### src/rtl/uart.sv
// rtl/uart.sv - 8N1 UART with 16x oversampling baud generator and RX/TX byte FIFOs
module uart_fifo #(
    parameter int DW = 8,
    parameter int AW = 4
) (
    input  logic          clk,
    input  logic          reset,
    input  logic          push,
    input  logic [DW-1:0] wdata,
    input  logic          pop,
    output logic [DW-1:0] rdata,
    output logic          empty,
    output logic          full
);
    logic [DW-1:0] mem [2**AW];
    logic [AW-1:0] wr_ptr, rd_ptr;
    logic [AW:0]   count;
    logic          do_push, do_pop;

    assign empty   = (count == '0);
    assign full    = (count == (AW+1)'(2**AW));
    assign do_pop  = pop && !empty;
    // A full FIFO still takes a push when a pop frees a slot in the same cycle.
    assign do_push = push && (!full || do_pop);
    assign rdata   = mem[rd_ptr];

    always_ff @(posedge clk) begin
        if (do_push) mem[wr_ptr] <= wdata;
    end

    always_ff @(posedge clk) begin
        if (reset) begin
            wr_ptr <= '0;
            rd_ptr <= '0;
            count  <= '0;
        end else begin
            if (do_push) wr_ptr <= wr_ptr + 1'b1;
            if (do_pop)  rd_ptr <= rd_ptr + 1'b1;
            if (do_push && !do_pop)      count <= count + 1'b1;
            else if (do_pop && !do_push) count <= count - 1'b1;
        end
    end
endmodule

module uart #(
    parameter int DBIT    = 8,
    parameter int SB_TICK = 16,
    parameter int FIFO_AW = 4
) (
    input  logic        clk,
    input  logic        reset,
    input  logic        rx,
    output logic        tx,
    input  logic        rd_uart,
    output logic [7:0]  r_data,
    input  logic        wr_uart,
    input  logic [7:0]  w_data,
    input  logic [31:0] dvsr,
    output logic        rx_empty,
    output logic        full,
    output logic        tx_full
);
    localparam int SW = (SB_TICK > 16) ? $clog2(SB_TICK) : 4;
    localparam int NW = $clog2(DBIT);

    typedef enum logic [1:0] {IDLE, START, DATA, STOP} state_t;

    logic [32:0]   baud_cnt, baud_limit;
    logic          tick;
    logic [1:0]    rx_sync;
    logic          rx_s;
    state_t        rx_state, tx_state;
    logic [SW-1:0] rx_s_cnt, tx_s_cnt;
    logic [NW-1:0] rx_n, tx_n;
    logic [7:0]    rx_b, tx_b, rx_head, tx_head;
    logic          rx_done, tx_reg, tx_empty, tx_pop, tx_stop_end;

    assign baud_limit = {dvsr, 1'b1};
    assign tick       = (baud_cnt == baud_limit);

    always_ff @(posedge clk) begin
        if (reset)                      baud_cnt <= '0;
        else if (baud_cnt >= baud_limit) baud_cnt <= '0;
        else                            baud_cnt <= baud_cnt + 33'd1;
    end

    // rx is asynchronous to clk; two flops before the FSM looks at it.
    always_ff @(posedge clk) begin
        if (reset) rx_sync <= 2'b11;
        else       rx_sync <= {rx_sync[0], rx};
    end
    assign rx_s = rx_sync[1];

    always_ff @(posedge clk) begin
        if (reset) begin
            rx_state <= IDLE;
            rx_s_cnt <= '0;
            rx_n     <= '0;
            rx_b     <= '0;
            rx_done  <= 1'b0;
        end else begin
            rx_done <= 1'b0;
            case (rx_state)
                IDLE: if (!rx_s) begin
                    rx_state <= START;
                    rx_s_cnt <= '0;
                end
                START: if (tick) begin
                    if (rx_s_cnt == SW'(7)) begin
                        rx_s_cnt <= '0;
                        rx_n     <= '0;
                        rx_state <= rx_s ? IDLE : DATA;
                    end else rx_s_cnt <= rx_s_cnt + 1'b1;
                end
                DATA: if (tick) begin
                    if (rx_s_cnt == SW'(15)) begin
                        rx_s_cnt <= '0;
                        rx_b     <= {rx_s, rx_b[7:1]};
                        if (rx_n == NW'(DBIT-1)) rx_state <= STOP;
                        else                     rx_n <= rx_n + 1'b1;
                    end else rx_s_cnt <= rx_s_cnt + 1'b1;
                end
                STOP: if (tick) begin
                    if (rx_s_cnt == SW'(SB_TICK-1)) begin
                        rx_state <= IDLE;
                        rx_s_cnt <= '0;
                        rx_done  <= rx_s;
                    end else rx_s_cnt <= rx_s_cnt + 1'b1;
                end
                default: rx_state <= IDLE;
            endcase
        end
    end

    uart_fifo #(.DW(8), .AW(FIFO_AW)) rx_fifo (
        .clk(clk), .reset(reset), .push(rx_done), .wdata(rx_b), .pop(rd_uart),
        .rdata(rx_head), .empty(rx_empty), .full(full)
    );

    always_ff @(posedge clk) begin
        if (reset)                     r_data <= '0;
        else if (rd_uart && !rx_empty) r_data <= rx_head;
    end

    // Popping at the end of a stop bit chains frames without an idle gap.
    assign tx_stop_end = (tx_state == STOP) && tick && (tx_s_cnt == SW'(SB_TICK-1));
    assign tx_pop      = ((tx_state == IDLE) || tx_stop_end) && !tx_empty;

    uart_fifo #(.DW(8), .AW(FIFO_AW)) tx_fifo (
        .clk(clk), .reset(reset), .push(wr_uart), .wdata(w_data), .pop(tx_pop),
        .rdata(tx_head), .empty(tx_empty), .full(tx_full)
    );

    always_ff @(posedge clk) begin
        if (reset) begin
            tx_state <= IDLE;
            tx_s_cnt <= '0;
            tx_n     <= '0;
            tx_b     <= '0;
            tx_reg   <= 1'b1;
        end else begin
            case (tx_state)
                IDLE: begin
                    tx_reg <= 1'b1;
                    if (!tx_empty) begin
                        tx_state <= START;
                        tx_s_cnt <= '0;
                        tx_b     <= tx_head;
                        tx_reg   <= 1'b0;
                    end
                end
                START: if (tick) begin
                    if (tx_s_cnt == SW'(15)) begin
                        tx_state <= DATA;
                        tx_s_cnt <= '0;
                        tx_n     <= '0;
                        tx_reg   <= tx_b[0];
                    end else tx_s_cnt <= tx_s_cnt + 1'b1;
                end
                DATA: if (tick) begin
                    if (tx_s_cnt == SW'(15)) begin
                        tx_s_cnt <= '0;
                        tx_b     <= {1'b0, tx_b[7:1]};
                        if (tx_n == NW'(DBIT-1)) begin
                            tx_state <= STOP;
                            tx_reg   <= 1'b1;
                        end else begin
                            tx_n   <= tx_n + 1'b1;
                            tx_reg <= tx_b[1];
                        end
                    end else tx_s_cnt <= tx_s_cnt + 1'b1;
                end
                STOP: if (tick) begin
                    if (tx_s_cnt == SW'(SB_TICK-1)) begin
                        tx_s_cnt <= '0;
                        if (!tx_empty) begin
                            tx_state <= START;
                            tx_b     <= tx_head;
                            tx_reg   <= 1'b0;
                        end else tx_state <= IDLE;
                    end else tx_s_cnt <= tx_s_cnt + 1'b1;
                end
                default: tx_state <= IDLE;
            endcase
        end
    end

    assign tx = tx_reg;
endmodule

### config.mk
export PLATFORM = sky130hd
export DESIGN_NAME = uart
export DESIGN_NICKNAME = d
export VERILOG_FILES = /design/src/rtl/uart.sv
export SDC_FILE = /design/constraint.sdc
export NUM_CORES = 1
export LEC_CHECK = 0
export CORE_MARGIN = 2
export CORE_UTILIZATION = 50
export CTS_BUF_LIST = sky130_fd_sc_hd__clkbuf_2 sky130_fd_sc_hd__clkbuf_4 sky130_fd_sc_hd__clkbuf_8
export CTS_CLUSTER_SIZE = 20
export DETAILED_ROUTE_END_ITERATION = 6
export GPL_TIMING_DRIVEN = 0
export HOLD_SLACK_MARGIN = 0.12
export PLACE_DENSITY = 0.71
export SLEW_MARGIN = 15
export SYNTH_ARGS = -nofsm -noshare
export SYNTH_HDL_FRONTEND = slang
export SYNTH_SLANG_ARGS = --single-unit
### constraint.sdc
create_clock -name clk -period 4.95 [get_ports clk]
set_input_delay 0.99 -clock clk [delete_from_list [all_inputs] [get_ports clk]]
set_output_delay 0.99 -clock clk [all_outputs]
set_load 0.05 [all_outputs]
==> summary.md <==
| Metric | Value |
|---|---|
| Max Cap Viol | `0` |
| Number of DRC markers in iteration 0 | `709` |
| Detailed Place HPWL | `21600 um` |
| Area fraction in compound gates after synthesis | `0.0486` |
| Power per unit of standard cell area | `402 nW/um^2` |
| Share of synthesized area spent on multiplexers | `0.126` |
| Slowest CP cell | `nor4_4` |
| Global-route wire length before repair | `50100 um` |
| Fin. Hold Viols | `0` |
| Sequential group share of total power | `0.468` |
| Final period util | `0.823` |
| Fmax | `245 MHz` |
| Number of nets in the layout | `1328` |
| Startpoint of the most critical hold path | `rx_sync[0]` |
| Path category of the worst min-delay check | `reg2reg` |
| Buffers from clock root to sink, at most | `3` |
| Sum of negative setup slack | `0 ps` |
| Max rail drop VDD | `0.000243 V` |
| Via count of the first global-routing pass | `9353` |
| Mapped Nets | `1214` |
| Post-synthesis share of cell area spent on full adders, half adders and majority gates | `0.0515` |
| Reg area | `9870 sq um` |
| Maximum number of pins on one net before global-route repair | `19` |
| Fin util | `0.579` |
| Tmin final | `4070 ps` |
| Post-Route Skew | `55.3 ps` |
| Floorplan die area | `33100 sq um` |
| Post-Synth XOR/XNOR Area | `0.0265` |
| Registers with the most flip-flops | `rx_fifo.mem (128), tx_fifo.mem (128), baud_cnt (33)` |
| Hold slack | `431 ps` |
| Power Internal | `0.00541 W` |
| Vertical extent of the die | `182 um` |
| Library cells used by synthesis | `64` |
| Worst Path Class, Setup | `in2reg` |
| Element type at the critical path start | `primary input` |
| Average via count per standard cell | `5.61` |
| TritonCTS buffer count | `57` |
| TritonCTS clock tree | `done` |
| Worst Max-Slew Pin Slew | `932 ps` |
| Max-slew violation total from the final report | `0` |
| Post-Synthesis Mean Instance Area | `14.3 sq um` |
| Count of input and output buffers | `55` |
| Overall overflow remaining after global route | `0` |
| Worst-path cell chain | `clkdlybuf4s50_1 > inv_1 > ha_1 > nand4_1 > nor4_4 > a32o_1 > buf_2 > ha_1 > inv_1 > fa_1 > a21o_1 > a21oi_1 > xnor2_1 > or3_1 > a21oi_1` |
| Fraction of registers with async set/reset | `0` |
| Crit path arrival time | `4600 ps` |
| Initial DRT Pass Iterations | `4` |
| Via count | `9375` |
| Post-CTS setup buffer count | `0` |
| Die width | `182 um` |
| Number of enable-type register cells in the synthesized netlist | `256` |
| Count of fill cells added during filler insertion | `2417` |
| Cts hold-fix bufs | `0` |
| Post-CTS Resized | `0` |
| Dominant combinational cell family by area after synthesis | `multiplexers` |
| Result of the run | `finished, final reports clean` |
| Static power due to leakage | `6.70 nW` |
| Setup repair after global routing missed its margin | `false` |
| Critical R2R Launch | `baud_cnt[15]` |
| Row count | `65` |
| Wire length per cell | `19.1 um` |
| Clock network latency to the later pin of the worst-skew pair | `630 ps` |
| Remaining antenna violation count | `0` |
| Primary FF master, synth | `edfxtp_1` |
| Yosys reg bits | `365` |
| I/O pins | `57` |
| Root buffer selected by CTS | `clkbuf_8` |
| Overall routed net length | `31900 um` |
| Setup crit end kind | `flip-flop` |
| Count of synthesis-stage warnings from yosys | `0` |
| Critical path data required time | `5480 ps` |
| Detailed-route DRC error count | `0` |
| Initial antenna violation count | `1` |
| Portion of the post-synthesis area used by sequential elements | `0.623` |
| Global-route usage over all layers | `0.194` |
| Fraction of layout instances using a drive strength above 1 | `0.174` |
| Clock transition at the registers of the reported paths | `60 ps` |
| Combinational Power Share | `0.167` |
| Proportion of total power due to net switching | `0.260` |
| Clock power share | `0.365` |
| Sink count of the clock tree | `365` |
| Final weighted congestion in routability-driven placement | `0.830` |
| Worst relative slew slack | `0.373` |
| Area of the multi-input gates | `5590 sq um` |
| Largest stage delay, worst path | `490 ps` |
| Depth of the CTS H-tree | `2` |
| Core outline area | `31400 sq um` |
| Effective utilization at floorplan | `0.505` |
| Final setup violating endpoints | `0` |
| Start point of the critical path | `dvsr[14]` |
| Relative area change from synthesis to final layout | `14.7%` |
| Number of instances in the synthesized netlist | `1105` |
| Switching pwr | `0.00190 W` |
| Mapped cell area | `15800 sq um` |
| Critical-path maximum fanout | `8` |
| Simple-gate share of the synthesized area | `0.0974` |
## metrics by stage
step                      total power (W)  instance area, sq um  setup slack (ps)  instances
after detailed placement          0.00469                 16900               249       1562
after global routing              0.00761                 18200               606       1670
after CTS                         0.00734                 18200               851       1670
after floorplan                   0.00437                 15800              1170       1105
final                             0.00730                 18200               876       1671
after global placement            0.00467                 16900               231       1562
## area by class of cell
type                            count  area share
Clock buffer                       90      0.0592
Buffer                             53      0.0130
Multi-Input combinational cell    637       0.307
Clock inverter                     18     0.00902
Timing Repair Buffer               55      0.0303
Antenna cell                        1    0.000138
Inverter                           50      0.0103
Tap cell                          402      0.0277
Sequential cell                   365       0.543
## synth_stat cells (7+ instances only)
cell	count	area, sq um
a21oi_1	50	250
a221o_1	7	70.1
and3_1	7	43.8
buf_1	10	37.5
buf_2	15	75.1
clkbuf_1	24	90.1
dfxtp_1	109	2180
edfxtp_1	256	7690
ha_1	62	776
inv_1	49	184
mux2i_1	22	220
mux4_2	77	1730
nand2_1	61	229
nand2b_1	8	50.1
nand3_1	23	115
nand4_1	24	150
nor2_1	81	304
nor3_1	55	275
o21ai_0	16	80.1
xnor2_1	19	166
xor2_1	29	254
## logic make-up (layout without fill, tap and decap cells)
| kind of cell | count (synthesis) | in the layout |
|---|---|---|
| other | 0 | 1 |
| AO/OA/AOI/OAI | 118 | 118 |
| adder cells (fa/ha/maj) | 64 | 64 |
| buffers and inverters | 103 | 266 |
| flip-flops | 365 | 365 |
| multiplexers | 103 | 103 |
| AND/OR/NAND/NOR | 304 | 304 |
| XOR/XNOR | 48 | 48 |
## cell usage in the layout, fill, tap and decap left out, drive strengths merged, types with 4 or more instances in the layout
cell type,n
mux4,77
a31oi,6
inv,52
or4,5
clkinv,12
and3,7
xor2,29
nand3,23
nand4,26
dfxtp,109
mux2,4
a21o,6
clkbuf,114
a21oi,50
nor2b,4
ha,62
nand2b,8
nand2,61
xnor2,19
nor4,7
buf,29
or3,4
a221o,7
edfxtp,256
mux2i,22
nor2,82
nor3,57
o21ai,21
clkdlybuf4s50,55
nor3b,6
a32o,4
## worst paths after layout
| kind | slack, ps | endpoint | cells past startpoint |
|---|---|---|---|
| max | 880 | tx_fifo.count[4] | 15 |
| min | 430 | rx_sync[1] | 1 |
| max reg2reg | 1370 | tx_fifo.count[4] | 13 |
| min reg2reg | 430 | rx_sync[1] | 1 |
## layer usage
metal | vias to the layer above | part of all wire | track usage
met2 | 271 | 0.47 | 0.313
met5 | - | 0 | 0
met1 | 4588 | 0.44 | 0.269
met4 | 0 | 0.018 | 0.0548
li1 | 4463 | - | -
met3 | 53 | 0.070 | 0.0415
## power by group through the flow
stage	clock network (W)	logic, W	registers [W]
3_5_place_dp	0	0.00121	0.00348
3_3_place_gp	0	0.00119	0.00348
6_report	0.00267	0.00122	0.00342
4_1_cts	0.00271	0.00122	0.00342
5_1_grt	0.00284	0.00133	0.00343
2_1_floorplan	0	0.000891	0.00347
## worst max-delay path, delay by kind of cell
family,cells,cell delay (ps)
compound gates,4,720
simple gates,3,1020
xor+xnor,1,90
buf+inv,4,830
fa+ha+maj,3,940
Note: power is estimated with default switching activity, not from simulation.
